<file path="config.mk">
export PLATFORM = sky130hd
export DESIGN_NAME = branch_resolve_queue
export DESIGN_NICKNAME = d
export VERILOG_FILES = /design/src/rtl/bp_pkg.sv /design/src/rtl/bp_fifo.sv /design/src/rtl/branch_resolve_queue.sv
export SDC_FILE = /design/constraint.sdc
export NUM_CORES = 1
export LEC_CHECK = 0
export CORE_MARGIN = 3
export CORE_UTILIZATION = 45
export DETAILED_ROUTE_END_ITERATION = 10
export PLACE_DENSITY_LB_ADDON = 0.2
export SYNTH_ARGS = -nofsm -noshare
export SYNTH_HDL_FRONTEND = slang
export SYNTH_SLANG_ARGS = --single-unit
</file>
<file path="constraint.sdc">
create_clock -name clock -period 9.2 [get_ports clock]
set_clock_uncertainty 0.15 [all_clocks]
set_input_delay 0.92 -clock clock [delete_from_list [all_inputs] [get_ports clock]]
set_output_delay 0.92 -clock clock [all_outputs]
set_load 0.05 [all_outputs]
</file>
<file path="src/rtl/bp_pkg.sv">
// Shared types for the 2-bit branch predictor and its resolve queue.
// The entry layout is fixed by BP_IDX_W/BP_ADDR_W; users of bq_entry_t must match them.
package bp_pkg;

   localparam int BP_IDX_W  = 6;
   localparam int BP_ADDR_W = 32;

   typedef enum logic [1:0] {
      STRONG_NT = 2'b00,
      WEAK_NT   = 2'b01,
      WEAK_T    = 2'b10,
      STRONG_T  = 2'b11
   } ctr_t;

   typedef enum logic {
      RUN   = 1'b0,
      FLUSH = 1'b1
   } brq_state_t;

   typedef struct packed {
      logic [BP_IDX_W-1:0]  idx;
      ctr_t                 ctr;
      logic                 taken;
      logic [BP_ADDR_W-1:0] target;
      logic [BP_ADDR_W-1:0] fallthru;
   } bq_entry_t;

   function automatic ctr_t sat_update(input ctr_t ctr, input logic taken);
      ctr_t nxt;
      if (taken)
         nxt = (ctr == STRONG_T) ? STRONG_T : ctr_t'(ctr + 2'd1);
      else
         nxt = (ctr == STRONG_NT) ? STRONG_NT : ctr_t'(ctr - 2'd1);
      return nxt;
   endfunction

endpackage

</file>
<file path="src/rtl/bp_fifo.sv">
// Circular FIFO of bq_entry_t with flush; DEPTH must be a power of two so pointers wrap naturally.
module bp_fifo
   import bp_pkg::*;
#(
   parameter int DEPTH = 8,
   parameter int CNT_W = $clog2(DEPTH + 1)
) (
   input  logic             clock,
   input  logic             reset,
   input  logic             i_push,
   input  bq_entry_t        i_push_data,
   input  logic             i_pop,
   input  logic             i_flush,
   output bq_entry_t        o_head,
   output logic             o_full,
   output logic             o_empty,
   output logic [CNT_W-1:0] o_count
);

   localparam int PTR_W = $clog2(DEPTH);

   bq_entry_t        r_mem [DEPTH];
   logic [PTR_W-1:0] r_head;
   logic [PTR_W-1:0] r_tail;
   logic [CNT_W-1:0] r_count;
   logic             w_do_push;
   logic             w_do_pop;

   assign o_full    = (r_count == CNT_W'(DEPTH));
   assign o_empty   = (r_count == '0);
   assign o_count   = r_count;
   assign o_head    = r_mem[r_head];
   assign w_do_push = i_push && !o_full;
   assign w_do_pop  = i_pop && !o_empty;

   // Storage carries no reset; validity is tracked by the count alone.
   always_ff @(posedge clock) begin
      if (w_do_push)
         r_mem[r_tail] <= i_push_data;
   end

   always_ff @(posedge clock) begin
      if (reset || i_flush) begin
         r_head  <= '0;
         r_tail  <= '0;
         r_count <= '0;
      end else begin
         if (w_do_push)
            r_tail <= r_tail + PTR_W'(1);
         if (w_do_pop)
            r_head <= r_head + PTR_W'(1);
         case ({w_do_push, w_do_pop})
            2'b10:   r_count <= r_count + CNT_W'(1);
            2'b01:   r_count <= r_count - CNT_W'(1);
            default: r_count <= r_count;
         endcase
      end
   end

endmodule

</file>
<file path="src/rtl/branch_resolve_queue.sv">
// In-order resolution of predicted branches: trains the 2-bit counter, and on a
// mispredict redirects fetch and flushes every younger in-flight prediction.
module branch_resolve_queue
   import bp_pkg::*;
#(
   parameter int DEPTH  = 8,
   parameter int IDX_W  = 6,
   parameter int ADDR_W = 32
) (
   input  logic                       clock,
   input  logic                       reset,
   input  logic                       pred_valid,
   output logic                       pred_ready,
   input  logic [IDX_W-1:0]           pred_idx,
   input  logic [1:0]                 pred_ctr,
   input  logic                       pred_taken,
   input  logic [ADDR_W-1:0]          pred_target,
   input  logic [ADDR_W-1:0]          pred_fallthru,
   input  logic                       res_valid,
   input  logic                       res_taken,
   input  logic [ADDR_W-1:0]          res_target,
   output logic                       upd_valid,
   output logic [IDX_W-1:0]           upd_idx,
   output logic [1:0]                 upd_ctr,
   output logic                       redirect_valid,
   output logic [ADDR_W-1:0]          redirect_pc,
   output logic                       res_error,
   output logic [$clog2(DEPTH+1)-1:0] occupancy
);

   brq_state_t        r_state;
   logic              r_upd_valid;
   logic [IDX_W-1:0]  r_upd_idx;
   ctr_t              r_upd_ctr;
   logic              r_redirect_valid;
   logic [ADDR_W-1:0] r_redirect_pc;
   logic              r_res_error;

   bq_entry_t w_push_entry;
   bq_entry_t w_head;
   logic      w_full;
   logic      w_empty;
   logic      w_run;
   logic      w_resolve;
   logic      w_target_miss;
   logic      w_mispred;
   logic      w_push;
   logic      w_pop;
   logic      w_res_err;

   assign w_push_entry = '{idx: pred_idx, ctr: ctr_t'(pred_ctr), taken: pred_taken,
                           target: pred_target, fallthru: pred_fallthru};

   assign w_run         = (r_state == RUN);
   assign pred_ready    = w_run && !w_full;
   assign w_resolve     = res_valid && w_run && !w_empty;
   assign w_res_err     = res_valid && w_run && w_empty;
   assign w_target_miss = res_taken && w_head.taken && (res_target != w_head.target);
   assign w_mispred     = w_resolve && ((res_taken != w_head.taken) || w_target_miss);
   // A push racing a mispredicting resolve is wrong-path and must not survive the flush.
   assign w_push        = pred_valid && pred_ready && !w_mispred;
   assign w_pop         = w_resolve && !w_mispred;

   bp_fifo #(
      .DEPTH (DEPTH)
   ) u_fifo (
      .clock       (clock),
      .reset       (reset),
      .i_push      (w_push),
      .i_push_data (w_push_entry),
      .i_pop       (w_pop),
      .i_flush     (w_mispred),
      .o_head      (w_head),
      .o_full      (w_full),
      .o_empty     (w_empty),
      .o_count     (occupancy)
   );

   always_ff @(posedge clock) begin
      if (reset) begin
         r_state          <= RUN;
         r_upd_valid      <= 1'b0;
         r_upd_idx        <= '0;
         r_upd_ctr        <= STRONG_NT;
         r_redirect_valid <= 1'b0;
         r_redirect_pc    <= '0;
         r_res_error      <= 1'b0;
      end else begin
         r_upd_valid      <= w_resolve;
         r_redirect_valid <= w_mispred;
         r_res_error      <= w_res_err;
         if (w_resolve) begin
            r_upd_idx <= w_head.idx;
            r_upd_ctr <= sat_update(w_head.ctr, res_taken);
         end
         if (w_mispred)
            r_redirect_pc <= res_taken ? res_target : w_head.fallthru;
         case (r_state)
            RUN:     if (w_mispred) r_state <= FLUSH;
            FLUSH:   r_state <= RUN;
            default: r_state <= RUN;
         endcase
      end
   end

   assign upd_valid      = r_upd_valid;
   assign upd_idx        = r_upd_idx;
   assign upd_ctr        = r_upd_ctr;
   assign redirect_valid = r_redirect_valid;
   assign redirect_pc    = r_redirect_pc;
   assign res_error      = r_res_error;

endmodule
</file>
; Yosys cells after proc, flatten, opt, wreduce, memory -nomap -nowiden
; Memories as Yosys holds them, arrays and structs flattened. A register that Yosys moved wholly into a read port is not among the register bits.
; Index checks and enable logic that the tools add are counted.
[totals]
reg_bits = 54
latch_bits = 0
ramBits = 584
mem_bits_ro = 0
in_bits = 110
output_inout_bits = 48
elab_cells = 55
mem_count = 1
[classes]
addsub = 6
mul = 0
n_div = 0
n_lt_le_gt_ge = 0
eq_ne = 6
shifts = 0
muxes = 11
n_bitwise = 1
reduce_logical = 20
[memory_table]
columns = name, depth, width, rd, rd_clocked_by_memory_dff, write_ports, line_no
row1 = u_fifo.r_mem, 8, 73, 1, 1, 1, bp_fifo.sv:22  ; bq_entry_t r_mem [DEPTH];
[op_table]
columns = cell, n
row1 = 32-bit 2-to-1 mux, 1
row2 = 32-bit != test, 1
row3 = 1-bit logical AND, 12
row4 = 4-bit case mux with 2 select lines, 1
row5 = 3-bit by 1-bit adder with 3-bit output (second input constant), 2
row6 = 2-bit 2-to-1 mux, 3
row7 = 3-bit 2-to-1 mux, 2
row8 = 4-bit by 1-bit adder with 4-bit output (second input constant), 1
row9 = 2-bit equality test (second input constant), 2
row10 = 4-bit equality test (second input constant), 1
row11 = 4-bit logical NOT, 1
row12 = 4-bit by 1-bit subtractor with 4-bit output (second input constant), 1
row13 = 1-bit logical NOT, 3
row14 = 1-bit 2-to-1 mux, 3
row15 = 2-bit by 1-bit adder with 2-bit output (second input constant), 1
row16 = 2-bit by 1-bit equality test with 1-bit output (second input constant), 1
row17 = 2-bit logical NOT, 1
row18 = 1-bit logical OR, 2
row19 = 1-bit case mux with 2 select lines, 1
row20 = 2-bit nonzero test, 1
row21 = 2-bit by 1-bit subtractor with 2-bit output (second input constant), 1
row22 = 1-bit != test, 1
row23 = 1-bit inverter, 1

; Logic depth before layout (Yosys ltp)
[logic_depth]
depth_word = 9
ltp_mapped = 23
mapped_depth_nobuf = 17

; Modules after synthesis
; A second synthesis with hierarchy kept.
[hier_totals]
cells_unflattened = 1198
hier_area_um2 = 25968.7
[modules_own_cells]
columns = module, instances, cells_each, area_each_um2, seq_area_each_um2
row1 = bp_fifo, 1, 919, 23143.4, 17797.1
row2 = branch_resolve_queue, 1, 279, 2825.2, 880.8

; Least setup slack after synthesis
; OpenSTA, ideal clock, no wires.
[synth_path]
path_type = register to register
start = register with a tool-made name
end = memory u_fifo.r_mem[4][0] (netlist bit) (enable)
setup_time_ns = 0.594
arrival_time_ns = 8.480
required_ns = 8.456
setup_slack_ns = -0.024
stages_incl_launch_ff = 17
n_path_buf = 9
period_less_slack_ns = 9.224
cell_sequence = dfxtp_1 > buf_2 > buf_6 > buf_4 > buf_4 > buf_2 > buf_2 > buf_2 > mux4_2 > mux2_2 > ha_1 > inv_1 > a41o_1 > buf_4 > buf_6 > o211ai_4 > nor3_1
[synth_lines]
columns = element, line_no
row1 = to (decl), bp_fifo.sv:22

==> flow_summary.json <==
{
  "rr_worst_depth": 12,
  "hold_viol_final": 0,
  "portBuffers": 157,
  "hpwlAfterDp_um": 33600,
  "synth_edf_count": 584,
  "die_area_um2": 58200,
  "r2r-end": "u_fifo.r_mem[6][37]",
  "overflow": 0,
  "arrival_ns": 5.84,
  "drt_pass1_iterations": 4,
  "slew-limit-headroom_pct": 22.7,
  "core_area_um2": 54300,
  "power_frac_seq_pct": 47.7,
  "period_needed_ns": 5.79,
  "clock_latency_ns": 0.58,
  "min_period_over_period_pct": 63.0,
  "rsz0062_at_grt": "no",
  "netlist_area_um2": 24900,
  "cap_violations": 0,
  "finalSetupViolCount": 0,
  "seqCellArea_um2": 18700,
  "cp.required_ns": 9.24,
  "pwr-share-clk_pct": 35.4,
  "cp_slowest_cell": "dfxtp_4",
  "die_w_um": 241,
  "grt_pass1_vias": 12800,
  "drt-total-wl_um": 56800,
  "final_util_pct": 54.1,
  "ctsResizeCount": 0,
  "critPathTopFamily": "buffers and inverters",
  "clockRootBuffer": "clkbuf_16",
  "wl_per_cell_um": 25.4,
  "cts_made_buffers": 68,
  "final_nets": 1562,
  "drive_above_1_share_pct": 17.3,
  "path_cells": "buf_4 -> mux4_2 -> mux2i_1 -> xnor2_1 -> nor2_1 -> nand4_1 -> nor4_1 -> a41o_2 -> o211ai_4 -> nor3b_4 -> buf_4 -> buf_4",
  "crit_path_end": "u_fifo.r_mem[6][37]",
  "crit_top_cell": "buf_4",
  "ctsHoldBuffers": 0,
  "antenna_found_initial": 3,
  "antenna_cells": 0,
  "power.switching_mw": 1.92,
  "dieHeight_um": 241,
  "post_cts_buffers": 0,
  "place.gp.congestion": 0.753,
  "ant_nets": 0,
  "area_delta_synth_final_pct": 18.0,
  "synth.distinct_cells": 47,
  "grt_max_degree": 93,
  "swShare_pct": 25.9,
  "syn_inst": 1271,
  "num_rows": 85,
  "crit_path_start_kind": "flop",
  "hp-class": "reg2reg",
  "fin_cells": 2231,
  "synth_area_leaders": "edfxtp_1 70%, mux4_2 12%, dfxtp_1 4.6%",
  "worstMarginPinSlew_ns": 1.16,
  "nFillCells": 4185,
  "fmax_ghz": 0.173,
  "synth-seq-cells": 641,
  "seq_area_frac_synth_pct": 75.0,
  "first_iter_violations": 1141,
  "cp_num_cells": 12,
  "power_frac_comb_pct": 16.9,
  "p_per_area_nw_per_um2": 252,
  "yosysWarnings": 0,
  "clockBufferDepth": 3,
  "clock-sinks": 641,
  "crit_type": "reg2reg",
  "grt_pass1_wl_um": 84300,
  "start_util_pct": 45.8,
  "r2r_slack_ns": 3.41,
  "p_leak_nw": 8.94,
  "dp.cells": 2114,
  "internal_power_mw": 5.49,
  "crit_buf_inv": 3,
  "power_mw": 7.41,
  "syn_avg_cell_area_um2": 19.6,
  "maxSlewViolCount": 0,
  "synthArstFlopShare_pct": 0,
  "ios": 158,
  "synth_nets": 1388,
  "final_common_cell": "edfxtp_1",
  "final_cell_mix": "584 x edfxtp_1, 155 x clkdlybuf4s50_1, 129 x mux4_2",
  "routed-via-count": 12600,
  "ys.flop_type": "edfxtp_1",
  "yosysTopAreaCellShare_pct": 70.4,
  "tns_ns": 0,
  "drc_errors": 0,
  "max_stage_delay_ns": 0.88,
  "ir_worst_vdd_mv": 0.126,
  "hold_slack_ns": 0.315,
  "yosysTopAreaCell": "edfxtp_1",
  "h-tree-depth": 3,
  "crit_fanout": 48,
  "end_kind": "flop",
  "cts_tree": "built",
  "status": "finished clean",
  "multi_input_area_um2": 5910,
  "track_usage_pct": 19.9,
  "viasPerCell": 5.65,
  "cts.clk_slew.worst_paths_ns": 0.06
}
per-layer routing:
layer  global-route usage (%)  wire length (um)  vias to the layer above
li1                         -                 -                     5511
met4                     5.12               935                        6
met3                     4.52              4500                       65
met1                     29.4             24900                     6526
met2                     30.2             26400                      499
met5                        0                35                        -
worst reg2reg max path, stage by stage, from the launching register on:
cell and delay, ns:
dfxtp_4 0.88, buf_4 0.61, mux4_2 0.57, mux2i_1 0.18, xnor2_1 0.09, nor2_1 0.11
nand4_1 0.15, nor4_1 0.38, a41o_2 0.63, o211ai_4 0.22, nor3b_4 0.22, buf_4 0.41
buf_4 0.77
per-stage QoR:
stage	area (um2)	setup slack (ns)
2_1_floorplan	24900	1.05
3_3_place_gp	27300	3.28
3_5_place_dp	27300	3.28
4_1_cts	29400	3.28
5_1_grt	29400	2.90
6_report	29400	3.41
registers in the layout (all words and copies together), names as in the netlist, named ones only:
signal,cells
u_fifo.o_count,4
redirect_pc,32
r_state,1
upd_idx,6
res_error,1
u_fifo.r_mem,584
redirect_valid,1
upd_ctr,2
u_fifo.r_head,3
upd_valid,1
u_fifo.r_tail,3
kinds of logic (layout without fill, tap and decap cells):
logic type | after synthesis | after routing | synth area share [%]
AO/OA/AOI/OAI | 134 | 134 | 3.07
XOR/XNOR | 38 | 38 | 1.34
adder cells (fa/ha/maj) | 7 | 7 | 0.382
buffers and inverters | 79 | 300 | 1.52
flip-flops | 641 | 641 | 75.0
multiplexers | 227 | 227 | 15.6
AND/OR/NAND/NOR | 145 | 145 | 3.08
final cells by class:
cell class | count | area share [%]
clock buffers | 95 | 6.53
clock inverters | 22 | 0.694
inverters | 4 | 0.0511
multi-input cells | 551 | 20.1
flip-flops and latches | 641 | 63.6
well taps | 739 | 3.14
repair buffers | 179 | 5.92
worst min path at each step:
stage                    start              end  depth (start not counted)
2_1_floorplan          r_state        res_error                          1
3_3_place_gp           r_state        res_error                          1
3_5_place_dp           r_state        res_error                          1
4_1_cts                r_state        res_error                          1
5_1_grt        redirect_pc[15]  redirect_pc[15]                          2
6_report               r_state        res_error                          1
power by group through the flow:
stage / Clock (mW) / Sequential, mW / Combinational, mW
after detailed placement: 0 / 3.59 / 1.27
after floorplan: 0 / 3.71 / 0.723
after CTS: 2.67 / 3.54 / 1.27
final: 2.62 / 3.53 / 1.25
after global placement: 0 / 3.59 / 1.25
after global routing: 2.80 / 3.56 / 1.35
cell usage after synthesis, types with 2 or more instances:
master	n
clkbuf_1	31
ha_1	6
nor3b_2	2
a211oi_1	6
nand3b_1	3
nand2b_1	3
a311oi_1	2
inv_1	4
edfxtp_1	584
buf_6	3
nand2_1	13
mux4_2	129
o22ai_1	2
a21oi_1	71
dfxtp_1	57
a22oi_1	9
a22o_1	2
or3_1	34
buf_4	8
and3_1	3
mux2i_1	93
xnor2_1	21
mux2_2	5
buf_2	24
nor2b_1	4
nor3b_1	2
o21ai_0	34
and2_1	4
a221oi_1	4
xor2_1	17
nor2_1	51
nor4_1	3
nand4_1	4
buf_1	9
nor3_1	12
Note: power is estimated with default switching activity, not from simulation.
